File: src/rtl/game_over_screen_pkg.sv
// Shared constants, pixel bundle type and banner lookup for the game-over overlay.
// Latency: n/a (declarations only).
// Backpressure: n/a.
package game_over_screen_pkg;

  localparam int HOR_PIX = 1024;
  localparam int VER_PIX = 768;
  localparam int RGB_W   = 12;

  localparam logic [1:0] ST_PLAY      = 2'd0;
  localparam logic [1:0] ST_OVER_WAIT = 2'd1;
  localparam logic [1:0] ST_OVER_SHOW = 2'd2;

  localparam int BANNER_LEN = 9;
  localparam logic [8*BANNER_LEN-1:0] BANNER = "GAME OVER";

  // Timing plus pixel, carried down the pipeline as one word
  typedef struct packed {
    logic [10:0]      hcount;
    logic [10:0]      vcount;
    logic             hsync;
    logic             vsync;
    logic             hblnk;
    logic             vblnk;
    logic [RGB_W-1:0] rgb;
  } vga_t;

  // 7-bit ASCII of the banner character at idx; anything past the end is a space
  function automatic logic [6:0] banner_char(input logic [3:0] idx);
    logic [6:0] c;
    c = 7'h20;
    for (int i = 0; i < BANNER_LEN; i++) begin
      if (idx == 4'(i)) c = BANNER[8*(BANNER_LEN-1-i) +: 7];
    end
    return c;
  endfunction

endpackage

File: src/rtl/game_over_screen_font_rom.sv
// 8x16 font ROM holding the glyphs the banner needs; other codes read as blank.
// Latency: 1 clock from addr to data.
// Backpressure: none, one read per clock.
module game_over_screen_font_rom (
  input  logic        clk,
  input  logic [10:0] addr,
  output logic [7:0]  data
);

  logic [127:0] w_glyph;
  logic [7:0]   r_data;

  // Glyph select by character code; line 0 is the most significant byte
  always_comb begin
    case (addr[10:4])
      7'h47:   w_glyph = 128'h0000_3C66_C2C0_C0DE_C6C6_663A_0000_0000; // G
      7'h41:   w_glyph = 128'h0000_1038_6CC6_C6FE_C6C6_C6C6_0000_0000; // A
      7'h4D:   w_glyph = 128'h0000_C6EE_FEFE_D6C6_C6C6_C6C6_0000_0000; // M
      7'h45:   w_glyph = 128'h0000_FE66_6268_7868_6062_66FE_0000_0000; // E
      7'h4F:   w_glyph = 128'h0000_7CC6_C6C6_C6C6_C6C6_C67C_0000_0000; // O
      7'h56:   w_glyph = 128'h0000_C6C6_C6C6_C6C6_C66C_3810_0000_0000; // V
      7'h52:   w_glyph = 128'h0000_FC66_6666_7C6C_6666_66E6_0000_0000; // R
      default: w_glyph = '0;
    endcase
  end

  // Registered read of the addressed glyph line
  always_ff @(posedge clk) begin
    r_data <= w_glyph[8*(15 - int'(addr[3:0])) +: 8];
  end

  assign data = r_data;

endmodule

File: src/rtl/game_over_screen.sv
// Latches game over, freezes play, overlays a blinking banner, and issues a restart pulse.
// Latency: 2 clocks from every *_in to the matching *_out, in all states.
// Backpressure: none; the VGA stream is free-running and never stalled.
module game_over_screen
  import game_over_screen_pkg::*;
#(
  parameter int               TEXT_X          = 440,
  parameter int               TEXT_Y          = 368,
  parameter logic [RGB_W-1:0] TEXT_RGB        = 12'hF00,
  parameter int               BLINK_FRAMES    = 32,
  parameter int               MIN_OVER_FRAMES = 60
) (
  input  logic             clk,
  input  logic             rst,
  input  logic [10:0]      hcount_in,
  input  logic [10:0]      vcount_in,
  input  logic             hsync_in,
  input  logic             vsync_in,
  input  logic             hblnk_in,
  input  logic             vblnk_in,
  input  logic [RGB_W-1:0] rgb_in,
  input  logic             game_over_in,
  input  logic             restart_in,
  output logic [10:0]      hcount_out,
  output logic [10:0]      vcount_out,
  output logic             hsync_out,
  output logic             vsync_out,
  output logic             hblnk_out,
  output logic             vblnk_out,
  output logic [RGB_W-1:0] rgb_out,
  output logic             play_en,
  output logic             game_reset
);

  localparam int BANNER_W = BANNER_LEN * 16;
  localparam int BANNER_H = 32;
  localparam int FW = $clog2(MIN_OVER_FRAMES + 1);
  localparam int BW = (BLINK_FRAMES > 1) ? $clog2(BLINK_FRAMES) : 1;

  logic [1:0]    r_state;
  logic [FW-1:0] r_frame_cnt;
  logic [BW-1:0] r_blink_cnt;
  logic          r_phase;
  logic          r_vsync_q;
  logic          r_restart_q;
  logic          r_game_reset;
  logic          w_tick;
  logic          w_restart_edge;

  vga_t          w_in;
  vga_t          r_s1;
  vga_t          r_s2;
  logic          w_in_box;
  logic [3:0]    w_char_idx;
  logic [3:0]    w_line;
  logic [2:0]    w_col;
  logic          r_in_box;
  logic          r_in_box_d;
  logic [2:0]    r_col;
  logic [2:0]    r_col_d;
  logic [10:0]   r_rom_addr;
  logic [7:0]    w_rom_data;
  logic          w_pix;

  assign w_tick         = vsync_in & ~r_vsync_q;
  assign w_restart_edge = restart_in & ~r_restart_q;

  // Game state: latch game over, start the overlay on a frame edge, gate restart
  always_ff @(posedge clk) begin
    if (rst) begin
      r_state      <= ST_PLAY;
      r_frame_cnt  <= '0;
      r_blink_cnt  <= '0;
      r_phase      <= 1'b0;
      r_vsync_q    <= 1'b0;
      r_restart_q  <= 1'b0;
      r_game_reset <= 1'b0;
    end else begin
      r_vsync_q    <= vsync_in;
      r_restart_q  <= restart_in;
      r_game_reset <= 1'b0;
      case (r_state)
        ST_PLAY: begin
          if (game_over_in) r_state <= ST_OVER_WAIT;
        end
        ST_OVER_WAIT: begin
          if (w_tick) begin
            r_state     <= ST_OVER_SHOW;
            r_frame_cnt <= '0;
            r_blink_cnt <= '0;
            r_phase     <= 1'b1;
          end
        end
        ST_OVER_SHOW: begin
          // Early restart edges are dropped here, never remembered
          if (w_restart_edge && r_frame_cnt == FW'(MIN_OVER_FRAMES)) begin
            r_state      <= ST_PLAY;
            r_game_reset <= 1'b1;
          end else if (w_tick) begin
            if (r_frame_cnt != FW'(MIN_OVER_FRAMES)) r_frame_cnt <= r_frame_cnt + 1'b1;
            if (r_blink_cnt == BW'(BLINK_FRAMES - 1)) begin
              r_blink_cnt <= '0;
              r_phase     <= ~r_phase;
            end else begin
              r_blink_cnt <= r_blink_cnt + 1'b1;
            end
          end
        end
        default: r_state <= ST_PLAY;
      endcase
    end
  end

  // Banner geometry; the box is also clipped to the visible area
  assign w_in = {hcount_in, vcount_in, hsync_in, vsync_in, hblnk_in, vblnk_in, rgb_in};
  assign w_in_box = (hcount_in >= 11'(TEXT_X)) && (hcount_in < 11'(TEXT_X + BANNER_W)) &&
                    (vcount_in >= 11'(TEXT_Y)) && (vcount_in < 11'(TEXT_Y + BANNER_H)) &&
                    (hcount_in < 11'(HOR_PIX)) && (vcount_in < 11'(VER_PIX));
  assign w_char_idx = 4'((hcount_in - 11'(TEXT_X)) >> 4);
  assign w_col      = 3'((hcount_in - 11'(TEXT_X)) >> 1);
  assign w_line     = 4'((vcount_in - 11'(TEXT_Y)) >> 1);

  // Two-stage pipeline: stage 1 forms the ROM address, stage 2 aligns with ROM data
  always_ff @(posedge clk) begin
    if (rst) begin
      r_s1       <= '0;
      r_s2       <= '0;
      r_in_box   <= 1'b0;
      r_in_box_d <= 1'b0;
      r_col      <= '0;
      r_col_d    <= '0;
      r_rom_addr <= '0;
    end else begin
      r_s1       <= w_in;
      r_in_box   <= w_in_box;
      r_col      <= w_col;
      r_rom_addr <= {banner_char(w_char_idx), w_line};
      r_s2       <= r_s1;
      r_in_box_d <= r_in_box;
      r_col_d    <= r_col;
    end
  end

  game_over_screen_font_rom u_font_rom (
    .clk  (clk),
    .addr (r_rom_addr),
    .data (w_rom_data)
  );

  assign w_pix = w_rom_data[3'd7 - r_col_d];

  // Output pixel: blanking first, then the banner, else the upstream pixel
  always_comb begin
    rgb_out = r_s2.rgb;
    if (r_s2.hblnk || r_s2.vblnk) begin
      rgb_out = '0;
    end else if (r_state == ST_OVER_SHOW && r_phase && r_in_box_d && w_pix) begin
      rgb_out = TEXT_RGB;
    end
  end

  assign hcount_out = r_s2.hcount;
  assign vcount_out = r_s2.vcount;
  assign hsync_out  = r_s2.hsync;
  assign vsync_out  = r_s2.vsync;
  assign hblnk_out  = r_s2.hblnk;
  assign vblnk_out  = r_s2.vblnk;
  assign play_en    = (r_state == ST_PLAY);
  assign game_reset = r_game_reset;

endmodule

File: config.mk
export PLATFORM = sky130hd
export DESIGN_NAME = game_over_screen
export DESIGN_NICKNAME = d
export VERILOG_FILES = /design/src/rtl/game_over_screen_pkg.sv /design/src/rtl/game_over_screen_font_rom.sv /design/src/rtl/game_over_screen.sv
export SDC_FILE = /design/constraint.sdc
export NUM_CORES = 1
export LEC_CHECK = 0
export ABC_AREA = 1
export CORE_MARGIN = 10
export CORE_UTILIZATION = 49
export DETAILED_ROUTE_END_ITERATION = 12
export PLACE_DENSITY = 0.84
export SYNTH_ARGS = -nofsm -noshare
export SYNTH_HDL_FRONTEND = slang
export SYNTH_SLANG_ARGS = --single-unit
File: constraint.sdc
create_clock -name clk -period 1.8 [get_ports clk]
set_input_delay 0.36 -clock clk [delete_from_list [all_inputs] [get_ports clk]]
set_output_delay 0.36 -clock clk [all_outputs]
set_load 0.1 [all_outputs]
Yosys cells after proc, flatten, opt, wreduce, memory -nomap -nowiden --
Cells that the tools add are included.
Operators by class: magnitude comparators 7, shifts and indexed selects 1, eq/ne operators 27, bitwise gates (word level) 6, muxes and demuxes 34, add/sub/neg operators 6, reduce and logical (&&, ||, !) cells 21
Operators by type and width (count):
- 112-bit case mux with 7 select lines | 1
- 128-bit by 32-bit variable part select with 8-bit output | 1
- 7-bit two-way mux | 9
- 7-bit == test, second input constant | 7
- 12-bit two-way mux | 2
- 6-bit two-way mux | 4
- 11-bit by 9-bit >= comparator with 1-bit output, second input constant | 2
- 11-bit by 10-bit < comparator with 1-bit output, second input constant | 2
- 5-bit two-way mux | 4
- 4-bit by 3-bit == test with 1-bit output, second input constant | 4
- 2-bit != test, second input constant | 7
- 6-bit case mux with 2 select lines | 1
- 11-bit < comparator, second input constant | 1
- 11-bit by 9-bit < comparator with 1-bit output, second input constant | 1
- 5-bit case mux with 2 select lines | 1
- 5-bit AND reduction | 2
- 1-bit logical AND | 9
- 4-bit by 2-bit == test with 1-bit output, second input constant | 2
- 8-bit subtractor, second input constant | 1
- 6-bit by 1-bit adder with 6-bit output, second input constant | 1
- 6-bit == test, second input constant | 1
- 1-bit two-way mux | 6
- 2-bit two-way mux | 3
- 6-bit != test, second input constant | 1
- 24 further kinds | 29
Storage, ports and cells: word-level logic and storage cells 131, bits in registers 119, input bits 42

Logic depth before layout (Yosys ltp) --
depth in word-level cells 11, gate-level depth with buffers 14, depth with buffers taken out 14

Modules after synthesis --
Synthesis repeated with hierarchy kept, for this count alone.
Second synthesis, totals: cell total of the unflattened synthesis 681, area, all modules 4908.5 µm²
Modules (own cells, without submodules):
- game_over_screen | area each 3941.3 µm², cells an instance 511, times used 1, sequential area each 2082.0 µm²
- game_over_screen_font_rom | area each 967.2 µm², cells an instance 170, times used 1, sequential area each 140.1 µm²

Least setup slack after synthesis --
OpenSTA, ideal clock, no wires.
path kind register to output, start point register r_s2 (netlist bit vblnk_out), end point output rgb_out[10], path slack -1126 ps, buffers on the path 1, stages on the path, launching flop included 4, data arrival time 2566 ps, cell sequence dfxtp_1 or2_2 clkbuf_1 nor2_1
Between the ends: cells in the longest elaborated chain, start to end 2
Ends and longest elaborated chain:
- start, declared | RTL line game_over_screen.sv:52 | vga_t r_s2;
- start signal, assigned | RTL line game_over_screen.sv:138 | r_s2 <= r_s1;
- 1-bit logical OR | RTL line game_over_screen.sv:155 | if (r_s2.hblnk || r_s2.vblnk) begin
- 12-bit two-way mux | RTL line game_over_screen.sv:155
- end, declared | RTL line game_over_screen.sv:30 | output logic [RGB_W-1:0] rgb_out,
No other way between the ends.

==> results.py <==
metrics = {
    "run_status": {
        "outcome": "finished, violations left",
        "violations": "setup timing",
    },
    "power_and_ir_drop": {
        "p_seq_frac": 0.503,
        "switching_power_w": 0.00159,
        "p_leak_nw": 2.91,
        "peakVddDrop_uv": 672,
        "clock_power_share": 0.307,
        "intPower_w": 0.00366,
        "sw_frac_of_total": 0.303,
        "cellPowerDensity_mw_per_mm2": 818,
        "total_power_w": 0.00525,
        "p_comb_frac": 0.190,
    },
    "place": {
        "gp_congestion": 0.974,
        "numPortBuffers": 81,
        "place_ws_ns": -0.260,
        "place_hpwl_um": 8640,
        "post_dp_cell_area_mm2": 0.00607,
    },
    "layout": {
        "fin_util": 0.695,
        "fillers": 655,
        "fin_area_mm2": 0.00642,
        "diodes": 0,
        "syn_to_final_growth_pct": 37.8,
        "nets": 765,
        "drive_gt1_frac": 0.206,
    },
    "global_route": {
        "grt_pass1_wl_um": 19300,
        "track_usage": 0.166,
        "antenna_found_initial": 0,
        "grt_pass1_vias": 4062,
        "grt-ovfl-total": 0,
        "grt_max_degree": 55,
    },
    "timing": {
        "fmax_mhz": 439,
        "finalSetupTns_ns": -5.41,
        "setup_ws_ns": -0.480,
        "tightest_slew_ns": 0.456,
        "rsz0062_at_grt": "yes",
        "hold_viol": 0,
        "finalCritPeriodShare": 1.27,
        "setup_viol": 12,
        "relSlewSlack": 0.696,
        "min_period_ns": 2.28,
        "fin_skew_ns": 0.00562,
        "slew_viol_final": 0,
    },
    "clock_network": {
        "cts_root_buffer": "clkbuf_8",
        "clk_pin_slew_ns": 0.11,
        "htree_num_levels": 3,
        "cts_sinks": 111,
        "insertion_delay_ns": 0.37,
        "numCtsBuffers": 9,
        "cts_tree": "done",
        "cts_buffer_depth": 2,
    },
    "drt": {
        "met1_length_um": 4470,
        "routed-wl-met2_um": 5940,
        "num_vias": 4215,
        "top_layer": "met4",
        "wire_per_inst_um": 13.8,
        "drc": 0,
        "via_per_inst": 4.95,
        "firstDrtPassIters": 5,
        "ant_nets": 0,
        "drt_iter0_markers": 296,
        "wl_met3_um": 923,
        "wirelength_um": 11700,
    },
    "critical_path": {
        "crit_fanout": 8,
        "end_kind": "primary output",
        "ff2ff_path_depth": 9,
        "worstSetupPathType": "flop to primary output",
        "crit_start": "hcount_out[1]$_SDFF_PP0_",
        "r2r-start": "r_rom_addr[7]$_SDFF_PP0_",
        "timing.rr.end": "u_font_rom.data[4]$_DFF_P_",
        "crit_end": "rgb_out[6]",
        "arrival_ns": 1.92,
        "critPathLaunchType": "flop",
        "required_ns": 1.44,
        "rrSetupSlack_ns": 0.11,
    },
    "synthesis": {
        "ys_ff_latch": 111,
        "ys_seq_area_frac": 0.477,
        "syn_inst": 640,
        "synth_top_area_frac": 0.477,
        "avgSynthCellArea_um2": 7.28,
        "ys_top_cells_by_area": "dfxtp_1 (48%), nor2_1 (12%), inv_1 (8.5%)",
        "synth_top_cell_by_area": "dfxtp_1",
        "ys_warn_count": 0,
        "syn_area_mm2": 0.00466,
        "synth_fp_nets": 688,
        "yosysUniqueCellTypes": 38,
    },
    "die": {
        "core_area_mm2": 0.00924,
        "io_pins": 82,
        "start_util": 0.504,
        "dieArea_mm2": 0.0138,
        "rows": 35,
        "die-width_um": 117,
        "fp.dieH_um": 117,
    },
    "min_path": {
        "holdCritPathClass": "flop to flop",
    },
    "run": {
        "maxCapViolCount": 0,
    },
}
-- flip-flops by register name, indices dropped and copies added, names as in the netlist --
signal and count:
vsync_out 1, hsync_out 1, r_col_d 1, u_font_rom.data 7, vcount_out 11, r_phase 1, r_in_box 1, r_rom_addr 8
hblnk_out 1, r_frame_cnt 6, hcount_out 11, r_s2 12, vblnk_out 1, game_reset 1, r_s1 38, r_state 2
r_restart_q 1, r_in_box_d 1, r_blink_cnt 5, r_col 1
-- critical path: stages (launching register included) --
cell	delay, ns
dfxtp_4	0.39
inv_4	0.05
nor2_2	0.08
nor2_1	0.04
o21ai_1	0.08
nand2_1	0.10
nor2_2	0.15
a211oi_4	0.05
buf_12	0.16
inv_12	0.07
nand2_2	0.07
nor2_4	0.13
buf_12	0.19
-- power groups by stage --
stage               Sequential (W)  Combinational, W  Clock [W]
finish                     0.00264          0.000997    0.00161
global route               0.00266           0.00106    0.00173
CTS                        0.00264          0.000980    0.00162
detailed placement         0.00269          0.000969          0
global placement           0.00269          0.000940          0
floorplan                  0.00269          0.000610          0
-- routing by layer --
layer	up-vias	global-route usage
met5	-	0
met4	0	0.0595
met3	64	0.0393
met2	227	0.301
met1	1853	0.184
li1	2071	-
-- through the flow --
step                hold slack (ns)  std cells
finish                        0.404        851
global route                  0.424        851
CTS                           0.406        849
detailed placement            0.389        832
global placement              0.380        832
floorplan                     0.379        640
-- placed cells by master, fill, tap and decap left out, types with 3 or more instances in the layout --
cell type / instances
o21ai_1: 5
nor2_2: 8
nor2_4: 17
nand2_2: 17
ha_1: 6
buf_4: 19
nor3_1: 8
inv_4: 3
o211ai_1: 4
dfxtp_4: 3
clkbuf_8: 10
nand3_1: 25
nor2_1: 125
nand4_1: 3
nand2_1: 97
nand2_4: 3
xor2_1: 3
clkdlybuf4s50_1: 40
dfxtp_1: 104
dfxtp_2: 4
a21oi_1: 22
buf_12: 42
o21ai_0: 12
inv_1: 103
inv_2: 4
nor4_1: 5
-- layout make-up --
| type | instances | area [um^2] | area share |
|---|---|---|---|
| Timing Repair Buffer | 102 | 1390 | 0.216 |
| Clock inverter | 6 | 82.6 | 0.0129 |
| Clock buffer | 10 | 138 | 0.0214 |
| Sequential cell | 111 | 2240 | 0.349 |
| Tap cell | 129 | 161 | 0.0251 |
| Multi-Input combinational cell | 382 | 1970 | 0.307 |
| Inverter | 111 | 437 | 0.0680 |
-- worst min path at each step --
stage / from / endpoint / depth (start not counted)
after floorplan: r_s1[13]$_SDFF_PP0_ / hblnk_out$_SDFF_PP0_ / 2
after global placement: r_s1[12]$_SDFF_PP0_ / vblnk_out$_SDFF_PP0_ / 2
after detailed placement: r_s1[13]$_SDFF_PP0_ / hblnk_out$_SDFF_PP0_ / 2
after CTS: r_s1[13]$_SDFF_PP0_ / hblnk_out$_SDFF_PP0_ / 2
after global routing: rst / r_s1[35]$_SDFF_PP0_ / 2
final: r_s1[13]$_SDFF_PP0_ / hblnk_out$_SDFF_PP0_ / 2
-- synth_stat cells (all sizes together) --
| master | number |
|---|---|
| a31oi | 1 |
| or2 | 3 |
| inv | 111 |
| a21oi | 23 |
| ha | 6 |
| nor3b | 1 |
| clkbuf | 12 |
| a211oi | 1 |
| o211ai | 4 |
| xor2 | 5 |
| nand3 | 26 |
| o21ai | 18 |
| dfxtp | 111 |
| nand4 | 3 |
| buf | 24 |
| o2111ai | 1 |
| xnor2 | 2 |
| nor2 | 151 |
| o21a | 1 |
| o31ai | 1 |
| a41oi | 1 |
| nor3 | 9 |
| o22ai | 1 |
| nand2 | 117 |
| o21bai | 2 |
| nor4 | 5 |
-- cells by family after synthesis --
family                     count (synthesis)  share of synthesized area
DFF                                      111                      0.477
and+or+nand+nor                          315                      0.289
buffers and inverters                    147                      0.138
xor gates and xnor gates                   7                     0.0132
AOI/OAI and AO/OA                         54                     0.0669
adders and majority gates                  6                     0.0161
-- repair_timing --
action	in CTS	in global routing
pin swaps	11	5
buffers inserted	2	3
setup endpoints to repair	12	21
hold buffers	0	0
gates resized for setup	14	16
(Power assumes the default switching activity.)
